`config.mk`:
```
export PLATFORM = sky130hd
export DESIGN_NAME = hub_mover
export DESIGN_NICKNAME = d
export VERILOG_FILES = /design/src/rtl/hub_pkg.sv /design/src/rtl/hub_mover.sv
export SDC_FILE = /design/constraint.sdc
export NUM_CORES = 1
export LEC_CHECK = 0
export ABC_CLOCK_PERIOD_IN_PS = 2300
export CELL_PAD_IN_SITES_DETAIL_PLACEMENT = 1
export CELL_PAD_IN_SITES_GLOBAL_PLACEMENT = 1
export CORE_MARGIN = 4
export CORE_UTILIZATION = 32
export CTS_CLUSTER_SIZE = 30
export DETAILED_ROUTE_END_ITERATION = 8
export GPL_ROUTABILITY_DRIVEN = 0
export GPL_TIMING_DRIVEN = 0
export HOLD_SLACK_MARGIN = 0.12
export PLACE_DENSITY = 0.81
export SYNTH_ARGS = -nofsm -noshare
export SYNTH_HDL_FRONTEND = slang
export SYNTH_SLANG_ARGS = --single-unit
```
`constraint.sdc`:
```
create_clock -name clk_cog -period 2.3 [get_ports clk_cog]
set_input_delay 0.46 -clock clk_cog [delete_from_list [all_inputs] [get_ports clk_cog]]
set_output_delay 0.46 -clock clk_cog [all_outputs]
set_load 0.05 [all_outputs]
```
`src/rtl/hub_pkg.sv`:
```
// Shared hub-bus definitions: address width, long byte-enable mask,
// block-mover state encoding and mode constants.
package hub_pkg;

    localparam int         HUB_A_W     = 14;
    localparam logic [3:0] HUB_WB_LONG = 4'hF;

    typedef enum logic [1:0] {
        IDLE = 2'd0,
        RD   = 2'd1,
        CAP  = 2'd2,
        WR   = 2'd3
    } hub_mv_state_t;

    localparam logic HUB_MV_COPY = 1'b0;
    localparam logic HUB_MV_FILL = 1'b1;

endpackage

```
`src/rtl/hub_mover.sv`:
```
// Hub block-transfer initiator: copies or fills a run of longs through this
// block's hub slot, two slots per long for copy and one per long for fill.
module hub_mover
    import hub_pkg::*;
#(
    parameter int CNT_W = 14
) (
    input  logic               clk_cog,
    input  logic               nres,
    input  logic               ena_bus,
    input  logic               start,
    input  logic               mode,
    input  logic [HUB_A_W-1:0] src,
    input  logic [HUB_A_W-1:0] dst,
    input  logic [CNT_W-1:0]   cnt,
    input  logic [31:0]        fill_d,
    output logic               busy,
    output logic               done,
    output logic               bus_w,
    output logic [3:0]         bus_wb,
    output logic [HUB_A_W-1:0] bus_a,
    output logic [31:0]        bus_d,
    input  logic [31:0]        bus_q
);

    hub_mv_state_t      state;
    logic [HUB_A_W-1:0] sp;
    logic [HUB_A_W-1:0] dp;
    logic [CNT_W-1:0]   rem;
    logic               md;
    logic [31:0]        hold;

    // hold is the write-data register: the captured read long for copy, the
    // fill pattern for fill, and zero whenever the block is idle.
    assign bus_d = hold;

    always_ff @(posedge clk_cog or negedge nres) begin
        if (!nres) begin
            state  <= IDLE;
            sp     <= '0;
            dp     <= '0;
            rem    <= '0;
            md     <= HUB_MV_COPY;
            hold   <= '0;
            busy   <= 1'b0;
            done   <= 1'b0;
            bus_w  <= 1'b0;
            bus_wb <= '0;
            bus_a  <= '0;
        end else begin
            done <= 1'b0;
            unique case (state)
                IDLE: begin
                    if (start) begin
                        sp  <= src;
                        dp  <= dst;
                        rem <= cnt;
                        md  <= mode;
                        if (cnt == '0) begin
                            done <= 1'b1;
                        end else begin
                            busy <= 1'b1;
                            if (mode == HUB_MV_FILL) begin
                                state  <= WR;
                                hold   <= fill_d;
                                bus_a  <= dst;
                                bus_w  <= 1'b1;
                                bus_wb <= HUB_WB_LONG;
                            end else begin
                                state <= RD;
                                bus_a <= src;
                            end
                        end
                    end
                end
                RD: begin
                    if (ena_bus) begin
                        state <= CAP;
                    end
                end
                CAP: begin
                    // Read data is valid now, one cycle after the read slot.
                    hold   <= bus_q;
                    state  <= WR;
                    bus_a  <= dp;
                    bus_w  <= 1'b1;
                    bus_wb <= HUB_WB_LONG;
                end
                WR: begin
                    if (ena_bus) begin
                        sp  <= sp + HUB_A_W'(1);
                        dp  <= dp + HUB_A_W'(1);
                        rem <= rem - CNT_W'(1);
                        if (rem == CNT_W'(1)) begin
                            state  <= IDLE;
                            busy   <= 1'b0;
                            done   <= 1'b1;
                            hold   <= '0;
                            bus_a  <= '0;
                            bus_w  <= 1'b0;
                            bus_wb <= '0;
                        end else if (md == HUB_MV_FILL) begin
                            bus_a <= dp + HUB_A_W'(1);
                        end else begin
                            state  <= RD;
                            bus_a  <= sp + HUB_A_W'(1);
                            bus_w  <= 1'b0;
                            bus_wb <= '0;
                        end
                    end
                end
                default: state <= IDLE;
            endcase
        end
    end

endmodule

```
==> out/qor.csv <==
stage,metric,value,unit
die,die_area,20200,µm²
worst_setup_path,crit_end,bus_d[21],
synth,synth-seq-area-share,0.4087,
cts,ctsRootBufferMaster,clkbuf_16,
die,die_y,142.1,µm
cts,cts_buffers,9,
synth,synth-warning-count,0,
layout,n_antenna_cell,0,
die,row_count,48,
route,vias,6263,
layout,drive_gt1_frac,0.1279,
layout,n_fill_cell,2071,
worst_setup_path,arrival,2.51,ns
power_and_ir_drop,irDropWorstVdd,0.7213,mV
worst_setup_path,crit_slowest_cell,or4_4,
worst_setup_path,rr_worst_depth,7,
run,maxCapViolCount,0,
cts,clock_latency,0.36,ns
power_and_ir_drop,p_per_area,1731,nW/µm²
worst_setup_path,crit_start,rem[6],
timing,rsz0062_at_grt,true,
timing,skew,0.01149,ns
placed_design,place_inst,1054,
route,top_layer,met4,
synth,async_flop_share,1.000,
placed_design,dpl.hpwl,17850,µm
grt,grt_pass1_wl,37190,µm
timing,final_hold_viol_count,0,
placed_design,port_buffers,162,
worst_setup_path,end_kind,register,
die,io_pins,164,
timing,timing.final.crit_share,0.9880,
timing,setup_slack,0.02767,ns
grt,antenna_found_initial,0,
placed_design,place_ws,-0.8527,ns
worst_setup_path,critPathLaunchType,register,
timing,slew_headroom,0.4840,
synth,avgSynthCellArea,8.642,µm²
grt,track_usage,0.2366,
grt,grt_pass1_vias,6471,
worst_setup_path,criticalPathCategory,reg2reg,
synth,synth_ff_type,dfrtp_1,
synth,syn_inst,666,
route,viasPerCell,5.815,
worst_setup_path,reg2reg_slack,0.03,ns
die,start_util,0.3293,
layout,syn_to_final_growth,42.83,%
synth,synth_top_area_share,0.4087,
synth,yosysTopAreaCell,dfrtp_1,
cts,cts_max_level,3,
synth,synth_area_leaders,"dfrtp_1 (41%), a21oi_1 (6.1%), nand2_1 (5.0%)",
route,met2_length,11750,µm
grt,grt_max_degree,55,
synth,synth_area,5756,µm²
worst_setup_path,crit_top_cell,buf_4,
synth,synth_edf_count,0,
synth,synth-seq-cells,94,
worst_setup_path,cpPeakStageDelay,0.59,ns
route,wl_met3,2050,µm
cts,clkTransAtPathRegs,0.07,ns
outcome,status,finished clean,
synth,synthMostInstantiatedCell,dfrtp_1,
grt,grt_overflow,0,
worst_setup_path,worstPathMaxFanout,10,
worst_setup_path,r2r_start,rem[6],
route,drtAntennaViolNets,0,
cts,cts_tree,yes,
cts,cts.sinks,94,
layout,utilization,0.4704,
route,wirelength,24750,µm
worst_setup_path,reg2reg_to,bus_d[21],
min_path,min-delay-path-class,reg2reg,
route,drtIter0Drc,424,
route,drc,0,
timing,setup_viol,0,
timing,slew_viol_final,0,
synth,synth_common_cells,"dfrtp_1 (94), nand2_1 (77), a21oi_1 (70)",
timing,fmax,440.1,MHz
die,core-area,17480,µm²
synth,syn-num-nets,785,
die,dieWidth,142.1,µm
route,wl_met1,10330,µm
worst_setup_path,cp_cell_sequence,"or4_4, o41ai_4, buf_4, nand4_4, buf_4, nand2_1, o21ai_1",
route,wl_per_cell,22.98,µm
power_and_ir_drop,power.leakage,3.175,nW
layout,nets,966,
cts,clockBufferDepth,2,
layout,stdcell_count,1077,
route,firstDrtPassIters,6,
synth,synth_cell_type_count,54,
timing,tightestPinTransition,0.7740,ns
worst_setup_path,cp_data_required_time,2.54,ns
timing,fin_crit,2.272,ns
logic make-up after synthesis:
logic type      synth area share
fa+ha+maj                0.01739
buf+inv                  0.05522
mux                      0.04152
simple gates              0.1848
flops                     0.4087
compound gates            0.2589
xor+xnor                 0.03348
through the flow:
stage                     setup TNS (ns)  hold WS, ns  cell area (µm²)  total power, mW
final                                  0       0.4878             8220            14.23
after global routing             -0.2902       0.5225             8220            15.09
after CTS                       -0.04535       0.4934             8082            13.91
after detailed placement          -37.23       0.4710             7684            12.11
after global placement           -326.01       0.4658             7659            11.87
after floorplan                        0       0.1644             5756            8.960
cell type report:
type | instances | area, µm² | share of cell area
inverter | 10 | 37.54 | 0.004566
sequential | 94 | 2356 | 0.2866
clock inverter | 7 | 80.08 | 0.009741
clock buffer | 9 | 225.2 | 0.02740
multi-input combinational | 503 | 3176 | 0.3863
buffer | 57 | 336.6 | 0.04094
timing repair buffer | 172 | 1728 | 0.2102
tap | 225 | 281.5 | 0.03425
state kept, by name (all words and copies together) (netlist names):
signal	count
bus_a	14
bus_d	32
bus_wb	1
busy	1
done	1
dp	14
md	1
rem	14
sp	14
state	2
routing by layer:
| metal | vias up | GRT usage |
|---|---|---|
| li1 | 2808 | - |
| met5 | - | 0 |
| met3 | 44 | 0.04267 |
| met2 | 302 | 0.3953 |
| met1 | 3109 | 0.3110 |
| met4 | 0 | 0.07677 |
power breakdown:
| part | internal (mW) | switching (mW) |
|---|---|---|
| Clock | 0.858 | 0.746 |
| Sequential | 2.49 | 0.736 |
| Combinational | 3.37 | 6.02 |
| Total | 6.72 | 7.50 |
worst min path at each step:
stage | startpoint | to | slack, ns | cells after the start
2_1_floorplan | nres | bus_a[0] | 0.16 | 0
3_5_place_dp | bus_d[2] | bus_d[2] | 0.47 | 2
4_1_cts | bus_d[17] | bus_d[17] | 0.49 | 2
5_1_grt | bus_d[17] | bus_d[17] | 0.52 | 2
6_report | bus_d[22] | bus_d[22] | 0.49 | 2
3_3_place_gp | bus_d[29] | bus_d[29] | 0.47 | 2
timing repair:
action,in CTS,in global routing
pin swaps,3,8
setup buffers,4,4
hold buffers,1,0
gates cloned,0,1
gates resized for setup,30,45
endpoints found under the hold margin,28,0
endpoints found under the setup margin,91,91
cell usage in the layout, fill, tap and decap left out, types with 4 or more instances in the layout:
master,n
clkdlybuf4s50_1,161
dfrtp_1,91
nand2_1,76
a21oi_1,70
o21ai_0,35
nor2_1,33
o21ai_1,29
nand3_1,28
a22oi_1,23
clkbuf_2,22
nor3b_1,20
o22ai_1,17
clkbuf_1,15
mux2_2,15
o22a_1,15
buf_4,14
xor2_1,12
nor3_1,11
buf_6,10
xnor2_1,10
a2bb2oi_1,9
clkbuf_16,9
inv_1,8
nand2b_1,7
a31oi_1,7
mux2i_1,7
ha_1,7
or3_1,5
nor4_1,4
nor4_2,4
nand4_1,4
o211ai_1,4
and3_1,4
worst max-delay path: cells and delay by family (launching register included):
family | cells | cell delay, ns
AO/OA/AOI/OAI | 2 | 0.44
buffers and inverters | 2 | 0.44
flip-flops | 1 | 0.44
AND/OR/NAND/NOR | 3 | 0.82
Power figures use the tool's default switching activity.
